### config.mk
export PLATFORM = sky130hd
export DESIGN_NAME = uart_report_sched
export DESIGN_NICKNAME = d
export VERILOG_FILES = /design/src/rtl/uart_report_pkg.sv /design/src/rtl/tick_gen.sv /design/src/rtl/uart_report_sched.sv
export SDC_FILE = /design/constraint.sdc
export NUM_CORES = 1
export LEC_CHECK = 0
export ABC_CLOCK_PERIOD_IN_PS = 7670
export BUFFER_PORTS_ARGS = -buffer_cell sky130_fd_sc_hd__clkbuf_2
export CAP_MARGIN = 20
export CORE_UTILIZATION = 50
export CTS_BUF_LIST = sky130_fd_sc_hd__clkbuf_8 sky130_fd_sc_hd__clkbuf_16
export CTS_CLUSTER_DIAMETER = 80
export DETAILED_ROUTE_END_ITERATION = 10
export GPL_ROUTABILITY_DRIVEN = 0
export PLACE_DENSITY = 0.66
export SLEW_MARGIN = 30
export SYNTH_ARGS = -nofsm -noshare
export SYNTH_HDL_FRONTEND = slang
export SYNTH_SLANG_ARGS = --single-unit
### constraint.sdc
create_clock -name clk -period 7.67 [get_ports clk]
set_input_delay 0.3835 -clock clk [delete_from_list [all_inputs] [get_ports clk]]
set_output_delay 0.3835 -clock clk [all_outputs]
set_load 0.1 [all_outputs]
### src/rtl/uart_report_pkg.sv
// Shared types and constants for the UART report scheduler.
package uart_report_pkg;

    typedef enum logic [1:0] {
        IDLE = 2'd0,
        SEND = 2'd1,
        GAP  = 2'd2
    } state_e;

    localparam int FRAME_LEN = 3;

    typedef logic [1:0] byte_idx_t;

    localparam logic [7:0] HDR_TEMP_DEF = 8'hAA;
    localparam logic [7:0] HDR_KEY_DEF  = 8'hBB;

    // Frame layout: header, payload, then header XOR payload as a check byte.
    function automatic logic [7:0] frame_byte(input logic [7:0] hdr,
                                              input logic [7:0] pl,
                                              input byte_idx_t  idx);
        case (idx)
            2'd0:    return hdr;
            2'd1:    return pl;
            default: return hdr ^ pl;
        endcase
    endfunction

endpackage

### src/rtl/tick_gen.sv
// Free-running 0..PERIOD-1 counter with enable; held at zero while disabled.
module tick_gen #(
    parameter int PERIOD = 50_000_000
) (
    input  logic clk,
    input  logic rst,
    input  logic en,
    output logic tick
);

    localparam int CW = (PERIOD > 1) ? $clog2(PERIOD) : 1;

    logic [CW-1:0] cnt_q, cnt_d;
    logic          last;

    always_comb begin
        last  = (cnt_q == CW'(PERIOD - 1));
        tick  = en && last;
        cnt_d = (!en || last) ? '0 : cnt_q + 1'b1;
    end

    always_ff @(posedge clk or posedge rst) begin
        if (rst) cnt_q <= '0;
        else     cnt_q <= cnt_d;
    end

endmodule

### src/rtl/uart_report_sched.sv
// Shares one uart_tx byte channel between periodic temperature reports and
// key-event reports; 3-byte frames, key priority, fixed byte pacing.
//
//   state | meaning
//   IDLE  | waiting for a pending request; key wins over temperature
//   SEND  | strobing frame bytes, BYTE_GAP cycles apart
//   GAP   | post-frame quiet time after the check byte
module uart_report_sched
    import uart_report_pkg::*;
#(
    parameter int         PERIOD   = 50_000_000,
    parameter int         BYTE_GAP = 52_100,
    parameter logic [7:0] HDR_TEMP = HDR_TEMP_DEF,
    parameter logic [7:0] HDR_KEY  = HDR_KEY_DEF
) (
    input  logic        clk,
    input  logic        rst,
    input  logic        rpt_en,
    input  logic [15:0] t_data,
    input  logic [3:0]  key_evt,
    output logic [7:0]  tx_din,
    output logic        tx_din_vld,
    output logic        busy,
    output logic        frame_done,
    output logic        key_ovf
);

    localparam int            GW         = (BYTE_GAP > 1) ? $clog2(BYTE_GAP) : 1;
    localparam logic [GW-1:0] GAP_RELOAD = GW'(BYTE_GAP - 1);

    state_e        state_q, state_d;
    byte_idx_t     idx_q, idx_d;
    logic [GW-1:0] gap_q, gap_d;
    logic [7:0]    hdr_q, hdr_d, pl_q, pl_d, tx_din_q, tx_din_d;
    logic          tx_vld_q, tx_vld_d, busy_q, busy_d, done_q, done_d, ovf_q, ovf_d;
    logic          temp_pend_q, temp_pend_d, key_pend_q, key_pend_d;
    logic [3:0]    key_mask_q, key_mask_d;
    logic [3:0]    evt;
    logic          take_key, take_temp, tick;
    logic          unused_tdata;

    assign unused_tdata = ^{t_data[15:11], t_data[3:0]};

    tick_gen #(.PERIOD(PERIOD)) u_period (
        .clk  (clk),
        .rst  (rst),
        .en   (rpt_en),
        .tick (tick)
    );

    always_comb begin
        state_d   = state_q;
        idx_d     = idx_q;
        gap_d     = gap_q;
        hdr_d     = hdr_q;
        pl_d      = pl_q;
        tx_din_d  = tx_din_q;
        tx_vld_d  = 1'b0;
        busy_d    = busy_q;
        done_d    = 1'b0;
        take_key  = 1'b0;
        take_temp = 1'b0;
        evt       = rpt_en ? key_evt : 4'b0;

        case (state_q)
            IDLE: begin
                if (key_pend_q) begin
                    take_key = 1'b1;
                    hdr_d    = HDR_KEY;
                    pl_d     = {4'b0, key_mask_q};
                end else if (temp_pend_q) begin
                    take_temp = 1'b1;
                    hdr_d     = HDR_TEMP;
                    pl_d      = {1'b0, t_data[10:4]};
                end
                if (take_key || take_temp) begin
                    state_d  = SEND;
                    idx_d    = '0;
                    gap_d    = GAP_RELOAD;
                    tx_vld_d = 1'b1;
                    tx_din_d = hdr_d;
                    busy_d   = 1'b1;
                end
            end
            SEND: begin
                if (gap_q == '0) begin
                    idx_d    = idx_q + 1'b1;
                    tx_vld_d = 1'b1;
                    tx_din_d = frame_byte(hdr_q, pl_q, idx_d);
                    gap_d    = GAP_RELOAD;
                    if (idx_d == byte_idx_t'(FRAME_LEN - 1)) state_d = GAP;
                end else begin
                    gap_d = gap_q - 1'b1;
                end
            end
            GAP: begin
                if (gap_q == '0) begin
                    done_d  = 1'b1;
                    busy_d  = 1'b0;
                    state_d = IDLE;
                end else begin
                    gap_d = gap_q - 1'b1;
                end
            end
            default: state_d = IDLE;
        endcase

        // Events arriving while the key request is consumed re-arm it.
        temp_pend_d = (temp_pend_q && !take_temp) || tick;
        key_pend_d  = (key_pend_q && !take_key) || (|evt);
        key_mask_d  = (take_key ? 4'b0 : key_mask_q) | evt;
        ovf_d       = (|evt) && key_pend_q;
    end

    always_ff @(posedge clk or posedge rst) begin
        if (rst) begin
            state_q     <= IDLE;
            idx_q       <= '0;
            gap_q       <= '0;
            hdr_q       <= '0;
            pl_q        <= '0;
            tx_din_q    <= '0;
            tx_vld_q    <= 1'b0;
            busy_q      <= 1'b0;
            done_q      <= 1'b0;
            ovf_q       <= 1'b0;
            temp_pend_q <= 1'b0;
            key_pend_q  <= 1'b0;
            key_mask_q  <= '0;
        end else begin
            state_q     <= state_d;
            idx_q       <= idx_d;
            gap_q       <= gap_d;
            hdr_q       <= hdr_d;
            pl_q        <= pl_d;
            tx_din_q    <= tx_din_d;
            tx_vld_q    <= tx_vld_d;
            busy_q      <= busy_d;
            done_q      <= done_d;
            ovf_q       <= ovf_d;
            temp_pend_q <= temp_pend_d;
            key_pend_q  <= key_pend_d;
            key_mask_q  <= key_mask_d;
        end
    end

    assign tx_din     = tx_din_q;
    assign tx_din_vld = tx_vld_q;
    assign busy       = busy_q;
    assign frame_done = done_q;
    assign key_ovf    = ovf_q;

endmodule

After elaboration in Yosys (flattened, before gate mapping):

Cells that the tools add are included.

* memories: 0
* flip-flop bits (word level): 80
* ROM bits: 0
* bits in latches: 0
* bits in writable memories: 0
* input port bits: 23
* output and inout bits: 12

* add/subtract/negate cells: 3
* order comparisons: 0
* $mul: 0
* multiplexer cells: 37
* reductions and logical operators: 24
* shift operators: 0
* equal/unequal tests: 10
* divide/modulo/power cells: 0
* bitwise gates (word level): 2

Operator list (number)
* $mux W16: 3
* $mux W8: 6
* $pmux W16 S3: 1
* $pmux W8 S2: 2
* $add A26 B1 Y26 const B: 1
* $eq A26 B26 Y1 const B: 1
* $mux W26: 1
* $logic_not A16 Y1: 1
* $sub A16 B1 Y16 const B: 1
* $mux W1: 12
* $mux W2: 6
* $ne A2 B2 Y1 const B: 5
* $reduce_and A3 Y1: 3
* $mux W4: 2
* $xor A8 B8 Y8: 1
* $pmux W2 S3: 1
* $reduce_bool A2 Y1: 3
* $eq A2 B1 Y1 const B: 2
* $eq A2 B2 Y1 const B: 2
* $logic_and A1 B1 Y1: 4
* $logic_not A2 Y1: 2
* $logic_or A1 B1 Y1: 4
* $or A4 B4 Y4: 1
* $pmux W1 S2: 2
* 7 further kinds: 9

Logic depth before layout (Yosys ltp):

Gate-level depths: netlist of run 1.

* depth in word-level cells: 7
* mapped depth: 8

Hierarchy:

A second synthesis of run 1 with hierarchy kept.

* cells, all modules: 472
* area, all modules: 4469.3 um^2

Modules (own cells, without submodules)
* uart_report_sched: area each 2964.1 um^2, instances 1, cells an instance 313, seq. area each 1326.3 um^2
* tick_gen: area each 1505.2 um^2, instances 1, cells an instance 159, seq. area each 650.6 um^2

Worst setup path after synthesis of run 1:

Ideal clock, no wire load.

* path kind: register to register
* start point: register gap_q[6]
* end point: register tx_din_q[0], in the netlist tx_din[0]
* setup time: 0.125 ns
* data arrival time: 2.397 ns
* cell stages (with the launch flop): 7
* slack: 5.148 ns
* clock period less this slack: 2.522 ns
* path buffers: 1
* cells stage by stage: dfrtp_1 -> or4_4 -> or3_4 -> or4_4 -> a21o_1 -> buf_6 -> mux2_4

* word-level cells in the longest chain between the ends: 3

RTL lines
* start: declaration: RTL line uart_report_sched.sv:33 `logic [GW-1:0] gap_q, gap_d;`
* start signal: assignment: RTL line uart_report_sched.sv:133 `gap_q <= gap_d;`
* $logic_not A16 Y1: RTL line uart_report_sched.sv:86 `if (gap_q == '0) begin`
* $ne A2 B2 Y1 (no source line)
* $reduce_and A3 Y1 (no source line)
* end signal: assignment: RTL line uart_report_sched.sv:136 `tx_din_q <= tx_din_d;`
* end: declaration: RTL line uart_report_sched.sv:34 `logic [7:0] hdr_q, hdr_d, pl_q, pl_d, tx_din_q, tx_din_d;`

Every way passes these cells.
A chain may end at the register's enable or synchronous reset.

Worst setup path after layout of run 1:

* start point: register state_q[1]
* end point: register tx_din_q[6], in the netlist tx_din[6]

* word-level cells in the longest chain between the ends: 3

RTL lines
* start: declaration: RTL line uart_report_sched.sv:31 `state_e state_q, state_d;`
* start signal: assignment: RTL line uart_report_sched.sv:131 `state_q <= state_d;`
* $eq A2 B1 Y1 / $logic_not A2 Y1 (equally long branches): RTL line uart_report_sched.sv:65 `case (state_q)`
* $ne A2 B2 Y1 (no source line) / $reduce_bool A2 Y1 (equally long branches)
* $reduce_and A3 Y1 (no source line)

Several ways; a longest one is shown, not always the timed one.

==> results of run 1 <==
[kinds of logic (layout without fill, tap and decap cells)]
logic type / count (synthesis) / in the layout / synth area share [%]
compound gates: 95 / 95 / 15.2
xor+xnor: 28 / 28 / 5.86
fa+ha+maj: 9 / 9 / 2.69
buf+inv: 30 / 57 / 2.87
flops: 79 / 79 / 47.2
mux: 12 / 12 / 3.83
simple gates: 182 / 182 / 22.4
[through the flow]
stage	cells	cell area (µm²)	total power [W]	util, %	setup WS, ns
floorplan	435	4190	0.000445	-	5.15
global placement	551	4390	0.000454	53.7	4.76
detailed placement	551	4400	0.000455	53.8	4.70
CTS	567	4580	0.000744	56.0	4.67
global route	567	4590	0.000765	56.1	4.50
finish	567	4590	0.000733	56.1	4.64
[sequential cells by signal, indices dropped and copies added (netlist names)]
register / flops
tx_din_vld: 1
tx_din: 8
hdr_q: 8
pl_q: 7
gap_q: 16
state_q: 2
idx_q: 2
key_ovf: 1
frame_done: 1
key_pend_q: 1
key_mask_q: 4
busy: 1
u_period.cnt_q: 26
temp_pend_q: 1
[synth_stat cells, types with 2 or more instances]
library cell and count:
o21ba_2 2, and2_1 6, a31oi_1 6, a32oi_1 2
clkbuf_1 15, a21oi_1 25, dfrtp_1 79, or2_2 3
and3_1 8, o22ai_1 2, o21ai_0 23, or4_4 2
mux2i_1 4, a2bb2oi_1 2, nand3_1 12, or4_1 6
o211ai_1 2, mux2_4 8, a221oi_1 2, o221a_2 2
nor2_1 54, or3_1 9, a21o_1 2, and4_1 2
xnor2_1 9, nor3_1 11, o22a_1 2, ha_1 9
o31a_1 2, o31ai_1 4, a22o_1 5, inv_1 14
nor4b_1 2, xor2_1 19, o221ai_1 2, nand2_1 32
nor4_1 6, nand2b_1 5, nand4_1 9, nor2b_1 10
[critical path, delay by kind of cell, from the launching register on]
family / cells / cell delay [ns]
flip-flops: 1 / 0.42
buffers and inverters: 2 / 0.46
AND/OR/NAND/NOR: 1 / 0.62
multiplexers: 1 / 0.36
adder cells (fa/ha/maj): 1 / 0.70
AO/OA/AOI/OAI: 1 / 0.34
[worst paths after layout]
check                           startpoint             to  slack [ns]  cells past startpoint
worst max register to register  state_q[1]      tx_din[6]        4.64                      6
worst max-delay path            state_q[1]      tx_din[6]        4.64                      6
worst min register to register    hdr_q[7]       hdr_q[7]        0.48                      1
worst min-delay path                   rst       gap_q[6]        0.18                      3
max in group asynchronous              rst       idx_q[1]        6.99                      3
min in group clk                key_evt[3]  key_mask_q[3]        0.28                      2
[report_power, final]
part	internal [W]	leakage, nW	switching, W
clock network	0.000127	0.0926	0.000160
logic	0.00000634	0.942	0.0000171
registers	0.000419	0.944	0.00000323
total	0.000553	1.98	0.000181
[area by class of cell]
cell class	instances	area, µm²	share of cell area [%]
timing repair buffer	27	144	3.14
clock buffer	10	138	3.00
multi-input combinational	326	2100	45.8
inverter	14	53.8	1.17
sequential	79	1980	43.1
tap	105	131	2.86
clock inverter	6	43.8	0.955
[metal layers]
metal  routed length, µm  part of all wire (%)
met2                4050                    46
met1                4310                    49
met4                 119                   1.4
met5                   0                     0
met3                 264                   3.0
==> key figures, run 1 <==
Synthesis
  • Synth Warn #: 0
  • Part of the Yosys area used for sequential elements: 47.2%
  • Average size of a mapped cell: just under 10 µm²
  • Synth Net Count: around 470
  • Cell taking the most area after synthesis: dfrtp_1
  • Cell area after synthesis: 4190 µm²
  • Largest cells by area after synthesis: dfrtp_1 47%, nor2_1 4.8%, xor2_1 4.0%, a21oi_1 3.0%, mux2_4 2.9%
  • Ys async rst share: 100%
  • Post-synth EDFFs: 0
  • Prevailing post-synth register cell: dfrtp_1
  • FF+latch count, synth: 79
  • Netlist cell types: 56
  • Mapped Cells: around 440
  • Area fraction of the dominant cell type after synthesis: 47.2%

Setup path
  • CP Class: register to register
  • Slowest stage delay, CP: 0.70 ns
  • CP required: about 7.9 ns
  • Crit path DAT: about 3.3 ns
  • CP max FO: 23
  • CP Capture Type: register
  • Worst-path cell chain: inv_1 > ha_1 > inv_1 > or4_4 > a21o_1 > mux2_4
  • Most used cell along the critical path: inv_1
  • Crit path max-delay cell type: ha_1
  • Startpoint Class: register

Die
  • Die Wd: 93.5 µm
  • Rows: 33
  • Io pins: 35
  • Die area: 8740 µm²
  • Initial Utilization: between 50% and 60%
  • Core region area: 8180 µm²
  • Die Ht: a little over 90 µm

STA
  • Fin crit share: 39.5%
  • Max-slew violations: 0
  • Finish-stage setup viols: 0
  • Fin Setup TNS: 0 ns
  • RSZ-0062 raised after global routing: false
  • Maximum clock frequency: 330 MHz
  • Fin Hold WS: 0.178 ns
  • Final min period: 3.03 ns
  • Max_slew headroom: 37.7%
  • Worst Tran Pin Value: 0.935 ns
  • Layout Skew: 0.00940 ns
  • Final hold violation count: 0

Global routing
  • Met3 usage: between 4 and 5%
  • First-pass GRT wire length: between 10 and 15 mm
  • Largest net degree at the start of global routing: 80
  • Number of global-route vias before repair: 3098
  • Total track usage: approximately 21%
  • Top Usage Layer GRT: met2
  • Number of antenna violations at the first check in global routing: 0
  • Grt met1 use: 30.0%
  • Met2 GRT Util: 33.6%
  • Congestion Overflow GR: 0

Clock network
  • Hold buffers post-CTS: 0
  • Post-cts sizing count: 0
  • CTS Buffer Depth: 2
  • CTS tree: built
  • CTS HTree Levels: 3
  • Clock latency on the worst-skew pair: 0.35 ns
  • Clock root buffer: clkbuf_8
  • Clock sinks: 79
  • Setup Buffers After CTS: 0
  • Number of CTS-inserted buffers: 9
  • Worst-path clk slew: 0.09 ns

Placement
  • Hpwl dp: 5.86 mm
  • PortBufs: 25

Final layout
  • Final nets: 489
  • Most common cell after layout, fill and taps aside: dfrtp_1
  • Syn-to-layout area delta: 9.57%
  • Fill cells: between 700 and 800
  • Layout cells sized above 1: between 10 and 15%
  • # diodes: 0
  • Commonest cells after routing, fill and taps aside: 79 x dfrtp_1, 54 x nor2_1, 32 x nand2_1

Job
  • Number of max-cap violations: 0

Detailed routing
  • Wirelength, routed: slightly below 9 mm
  • WL/cell: ~15 µm
  • Total number of vias: 3276
  • First-pass DRT Iterations: 4
  • DR iter-0 viols: 140
  • Vias per cell: slightly below 6
  • Remaining antenna violation count: 0
  • DRC violations left: 0

Worst hold path
  • Class of the worst hold path: input pin to asynchronous set/reset pin

Pwr
  • Pwr dens: 160 nW/µm²
  • Leak Pwr: 1.98 nW
  • Worst vdd ir: 0.109 mV

Run status
  • Status: completed
Note: power is estimated with default switching activity, not from simulation.
==> run 2: changes to the inputs <==
ABC_CLOCK_PERIOD_IN_PS = 3100   (was 7670)
clock period = 3.1 ns   (was 7.67 ns; I/O delays follow)
==> run 2 against run 1 <==
Against the previous run:
- wire length grew 4.1%
- critical path depth shrank 1
- via count grew 3.2%
- first-iteration DRC count grew 32%
- utilization grew 1.4 points
- power grew to 2.7 times the previous value
- largest cell class unchanged
==> key figures, run 2 (same netlist as run 1, synthesis figures left out) <==
Pwr
  • Int Power: 0.00153 W (+180%)
  • Combinational share of power: 3.1% (about the same)
  • Worst vdd ir: 0.305 mV (+180%)
  • Switching power: 0.000441 W (+140%)
  • Clock share of power: 44.0% (+4.7 points)
  • Sequential share of power: 52.8% (-4.7 points)
  • Leak Pwr: 2.04 nW (+3.1%)
  • Total power: 0.00197 W (+170%)
  • Pwr dens: 420 nW/µm² (+160%)
  • Switching Fraction: 22.3% (-2.3 points)

Placement
  • Placed cell area: 4460 µm² (+1.3%)
  • Cell Count Post-Placement: 560 (+1.6%)
  • Hpwl dp: 6.33 mm (+8.0%)
  • PortBufs: 25 (unchanged)

Clock network
  • CTS tree: built
  • Setup Buffers After CTS: 0 (unchanged)
  • Clock root buffer: clkbuf_8
  • Worst-path clk slew: 0.08 ns (about the same)
  • CTS HTree Levels: 3 (unchanged)
  • Number of CTS-inserted buffers: 9 (unchanged)
  • Clock latency on the worst-skew pair: 0.35 ns (about the same)
  • CTS Buffer Depth: 2 (unchanged)
  • Clock sinks: 79 (unchanged)

Job
  • Number of max-cap violations: 0 (unchanged)

Final layout
  • Cell Count, Final, Fillers Out: 577 (+1.8%)
  • Final nets: 499 (+2.0%)
  • Fill cells: 747 (+3.0%)
  • Most common cell after layout, fill and taps aside: dfrtp_1
  • Largest register FFs: 26 (unchanged)
  • # diodes: 0 (unchanged)
  • Layout cells sized above 1: 15.5% (+1.2 points)
  • Syn-to-layout area delta: 12.3%
  • Commonest cells after routing, fill and taps aside: 79 x dfrtp_1, 54 x nor2_1, 32 x nand2_1
  • Most flops, register: u_period.cnt_q
  • Largest registers: u_period.cnt_q (26), gap_q (16)
  • Fin area: 4700 µm² (+2.5%)

Die
  • Die area: 8740 µm² (unchanged)
  • Die Wd: 93.5 µm (unchanged)
  • Initial Utilization: 51.2% (unchanged)
  • Core region area: 8180 µm² (unchanged)
  • Io pins: 35 (unchanged)
  • Rows: 33 (unchanged)
  • Die Ht: 93.5 µm (unchanged)

STA
  • Maximum clock frequency: 360 MHz (+9.2%)
  • Max-slew violations: 0 (unchanged)
  • Final hold violation count: 0 (unchanged)
  • Finish-stage setup viols: 0 (unchanged)
  • Fin Setup TNS: 0 ns (unchanged)
  • Worst Tran Pin Value: 0.743 ns (-0.192 ns)
  • RSZ-0062 raised after global routing: false
  • Fin crit share: 89.6% (+50 points)
  • Layout Skew: 0.00824 ns (-0.00116 ns)
  • Max_slew headroom: 50.0% (+12 points)
  • Final min period: 2.78 ns (-0.255 ns)

Setup path
  • CP Class: register to register
  • Crit path DAT: 3.01 ns (-0.26 ns)
  • CP Capture Type: register
  • Worst-path cell chain: or4_4 > or3_4 > or4_4 > a21o_1 > mux2_4
  • Worst Path Buf+Inv: 0 (-2)
  • Crit-path leading delay family: simple AND/OR/NAND/NOR gates
  • Crit path max-delay cell type: or4_4
  • Startpoint Class: register
  • Slowest stage delay, CP: 0.59 ns (-0.11 ns)
  • CP required: 3.33 ns (-4.58 ns)
  • Most used cell along the critical path: or4_4
  • CP max FO: 14 (-39%)

Global routing
  • Total track usage: 22.7% (+1.2 points)
  • Number of global-route vias before repair: 3167 (+2.2%)
  • First-pass GRT wire length: 15.5 mm (+4.6%)
  • Largest net degree at the start of global routing: 51 (-36%)
  • Congestion Overflow GR: 0 (unchanged)
  • Number of antenna violations at the first check in global routing: 0 (unchanged)

Run status
  • Status: completed

Detailed routing
  • Total number of vias: 3380 (+3.2%)
  • Wirelength, routed: 9.11 mm (+4.1%)
  • DR iter-0 viols: 185 (+32%)
  • WL/cell: 15.8 µm (+2.3%)
  • Remaining antenna violation count: 0 (unchanged)
  • DRC violations left: 0 (unchanged)
  • Vias per cell: 5.86 (+1.4%)
  • First-pass DRT Iterations: 5 (+1)

Worst hold path
  • Class of the worst hold path: input pin to register
run 2: cell count changes in the layout (fill, tap and decap cells not counted), sizes merged:
cell         before  now
buf               2   11
clkinv            5    1
bufinv            0    2
clkinvlp          1    2
dlygate4sd3       0    1
inv              14   15
run 2: final cells by class:
class / instances / area (µm²) / area share, %
Multi-Input combinational cell: 326 / 2090 / 44.4
Clock buffer: 10 / 138 / 2.93
Clock inverter: 6 / 92.6 / 1.97
Sequential cell: 79 / 1980 / 42.1
Tap cell: 105 / 131 / 2.80
Timing Repair Buffer: 37 / 218 / 4.63
Inverter: 14 / 55.1 / 1.17
run 2: worst register-to-register path, stage by stage, from the launching register on:
cell     delay [ns]
dfrtp_1        0.44
or4_4          0.59
or3_4          0.48
or4_4          0.47
a21o_1         0.33
mux2_4         0.36
run 2: per-layer routing:
layer / vias up / part of all wire (%) / wire length (µm) / GRT usage [%]
li1: 1629 / - / - / -
met1: 1655 / 49 / 4430 / 32.9
met2: 84 / 46 / 4190 / 34.3
met3: 12 / 4.1 / 377 / 4.63
met4: 0 / 1.2 / 108 / 6.41
met5: - / 0 / 0 / 0
run 2: through the flow:
| step | hold slack [ns] | util [%] | worst slack (ns) |
|---|---|---|---|
| 2_1_floorplan | 0.272 | - | 0.578 |
| 4_1_cts | 0.0395 | 57.5 | 0.320 |
| 6_report | 0.0568 | 57.5 | 0.323 |
| 3_3_place_gp | 0.325 | 54.5 | 0.376 |
| 5_1_grt | 0.0432 | 57.5 | 0.254 |
| 3_5_place_dp | 0.333 | 54.5 | 0.332 |
run 2: worst paths after layout:
kind | startpoint | endpoint | slack, ns | depth (start not counted)
max | gap_q[6] | tx_din[3] | 0.32 | 5
min | key_evt[2] | key_mask_q[2] | 0.06 | 2
max reg2reg | gap_q[6] | tx_din[3] | 0.32 | 5
max in group asynchronous | rst | tx_din[3] | 2.02 | 4
min in group asynchronous | rst | gap_q[3] | 0.41 | 3
min reg2reg | hdr_q[7] | hdr_q[7] | 0.48 | 1
run 2: timing repair:
item | CTS | global route
resized for setup | 0 | 0
hold buffers | 1 | 0
endpoints found under the hold margin | 48 | 0
run 2: power by group through the flow:
stage	combinational, W	clock (W)	sequential, W
finish	0.0000619	0.000869	0.00104
global route	0.0000714	0.000944	0.00104
CTS	0.0000640	0.000901	0.00104
detailed placement	0.0000628	0	0.00106
global placement	0.0000620	0	0.00106
floorplan	0.0000324	0	0.00107
==> run 3: changes to the inputs <==
CELL_PAD_IN_SITES_DETAIL_PLACEMENT = 2   (was default)
CELL_PAD_IN_SITES_GLOBAL_PLACEMENT = 2   (was default)
CORE_UTILIZATION = 38   (was 50)
CTS_CLUSTER_SIZE = 20   (was default)
PLACE_DENSITY = 0.76   (was 0.66)
==> run 3 against run 2 <==
Against the previous run:
- first-iteration DRC count is 50% lower
- non-clock buffer count increased by 3
- power grew 2.1%
- cell count up 5.7%
- wire length is 30% higher
==> key figures, run 3 (same netlist as run 1, synthesis figures left out) <==
Run status
  • Status: completed

Global routing
  • Met2 GRT Util: 40.3% (+6.1 points)
  • Grt met1 use: 28.7% (-4.2 points)
  • First-pass GRT wire length: 20.4 mm (+32%)
  • Number of antenna violations at the first check in global routing: 0 (unchanged)
  • Congestion Overflow GR: 0 (unchanged)
  • Top Usage Layer GRT: met2
  • Largest net degree at the start of global routing: 52 (+2.0%)
  • Total track usage: 23.0% (+0.37 points)
  • Met3 usage: 4.26% (-0.38 points)
  • Number of global-route vias before repair: 3962 (+25%)

Clock network
  • CTS HTree Levels: 3 (unchanged)
  • Worst-path clk slew: 0.08 ns (about the same)
  • CTS tree: built
  • CTS Buffer Depth: 2 (unchanged)
  • Clock latency on the worst-skew pair: 0.36 ns (about the same)
  • Number of CTS-inserted buffers: 9 (unchanged)
  • Clock sinks: 79 (unchanged)
  • Setup Buffers After CTS: 0 (unchanged)
  • Clock root buffer: clkbuf_8

STA
  • Max-slew violations: 0 (unchanged)
  • Worst Tran Pin Value: 0.764 ns (+0.0211 ns)
  • Maximum clock frequency: 352 MHz (-2.3%)
  • Final min period: 2.84 ns (+0.0651 ns)
  • Fin Setup TNS: 0 ns (unchanged)
  • Max_slew headroom: 49.1% (-0.95 points)
  • Fin crit share: 91.7% (+2.1 points)
  • Worst setup margin: 0.258 ns (-0.0651 ns)
  • Layout Skew: 0.00436 ns (-0.00388 ns)
  • Finish-stage setup viols: 0 (unchanged)
  • RSZ-0062 raised after global routing: false
  • Final hold violation count: 0 (unchanged)

Final layout
  • Most common cell after layout, fill and taps aside: dfrtp_1
  • Most flops, register: u_period.cnt_q
  • Final nets: 502 (+0.60%)
  • Largest register FFs: 26 (unchanged)
  • Largest registers: u_period.cnt_q (26), gap_q (16)
  • Layout cells sized above 1: 15.4% (-0.065 points)
  • Reg area: 1980 µm² (unchanged)
  • Syn-to-layout area delta: 13.7%
  • Area of the multi-input gates: 2090 µm² (unchanged)
  • Fill cells: 1145 (+53%)
  • # diodes: 0 (unchanged)
  • Fin area: 4760 µm² (+1.2%)
  • Cell Count, Final, Fillers Out: 610 (+5.7%)
  • Commonest cells after routing, fill and taps aside: 79 x dfrtp_1, 54 x nor2_1, 32 x nand2_1

Setup path
  • CP required: 3.35 ns (+0.02 ns)
  • Startpoint Class: register
  • CP max FO: 14 (unchanged)
  • Crit path max-delay cell type: or4_4
  • RR Startpoint: gap_q[7]
  • Flop2flop setup slack: 0.26 ns (-0.07 ns)
  • CP startpoint: gap_q[7]
  • CP Class: register to register
  • Crit path DAT: 3.09 ns (+0.08 ns)
  • Worst-path cell chain: or4_4 > or3_4 > or4_4 > a21o_1 > mux2_4
  • CP Capture Type: register
  • Most used cell along the critical path: or4_4
  • Worst Path Buf+Inv: 0 (unchanged)
  • Crit-path leading delay family: simple AND/OR/NAND/NOR gates
  • Slowest stage delay, CP: 0.58 ns (about the same)

Die
  • Rows: 37 (+12%)
  • Die Wd: 107 µm (+14%)
  • Io pins: 35 (unchanged)
  • Die area: 11400 µm² (+31%)
  • Initial Utilization: 39.8% (-11 points)
  • Core region area: 10500 µm² (+29%)
  • Die Ht: 107 µm (+14%)

Detailed routing
  • Remaining antenna violation count: 0 (unchanged)
  • Total number of vias: 3499 (+3.5%)
  • DRC violations left: 0 (unchanged)
  • First-pass DRT Iterations: 4 (-1)
  • WL/cell: 19.4 µm (+23%)
  • Wirelength, routed: 11.8 mm (+30%)
  • DR iter-0 viols: 92 (-50%)
  • Vias per cell: 5.74 (-2.1%)

Pwr
  • Worst vdd ir: 0.233 mV (-24%)
  • Total power: 0.00202 W (+2.1%)
  • Pwr dens: 424 nW/µm² (+0.87%)
  • Leak Pwr: 2.07 nW (+1.4%)

Placement
  • Pre-CTS setup slack: 0.277 ns (-0.0555 ns)
  • Hpwl dp: 8.29 mm (+31%)
  • Placed cell area: 4520 µm² (+1.4%)
  • PortBufs: 25 (unchanged)
  • Cell Count Post-Placement: 594 (+6.1%)

Job
  • Number of max-cap violations: 0 (unchanged)

Worst hold path
  • Class of the worst hold path: input pin to register
  • Hold path startpoint: key_evt[1]
-- run 3: metal layers --
layer  vias to the layer above  part of all wire [%]
li1                       1628                     -
met1                      1827                    46
met2                        32                    51
met3                        12                   2.1
met4                         0                   1.2
met5                         -                     0
-- run 3: power breakdown --
part           internal [W]  leakage, nW  switching (W)
Combinational     0.0000181         1.00      0.0000459
Sequential          0.00104        0.944     0.00000762
Clock              0.000524        0.122       0.000385
Total               0.00158         2.07       0.000438
-- run 3: area by class of cell --
type	instances	share of cell area, %
Timing Repair Buffer	40	5.05
Tap cell	136	3.58
Clock buffer	9	2.60
Sequential cell	79	41.6
Multi-Input combinational cell	326	43.9
Clock inverter	6	2.16
Inverter	14	1.16
-- run 3: worst paths after layout --
path	endpoint	depth (start not counted)
setup / recovery	tx_din[5]	5
hold / removal	key_mask_q[1]	2
setup reg to reg	tx_din[5]	5
hold reg to reg	hdr_q[7]	1
max in group asynchronous	gap_q[6]	4
min in group asynchronous	gap_q[1]	3
-- run 3: what timing repair did --
item                      4_1_cts  5_1_grt
hold endpoints to repair       49        0
hold buffers                    1        0
resized for setup               0        0
-- run 3: through the flow --
step | utilization, % | hold slack (ns)
finish | 45.3 | 0.0401
global route | 45.3 | 0.0426
CTS | 45.3 | 0.0344
global placement | 43.0 | 0.369
floorplan | - | 0.272
detailed placement | 43.0 | 0.369
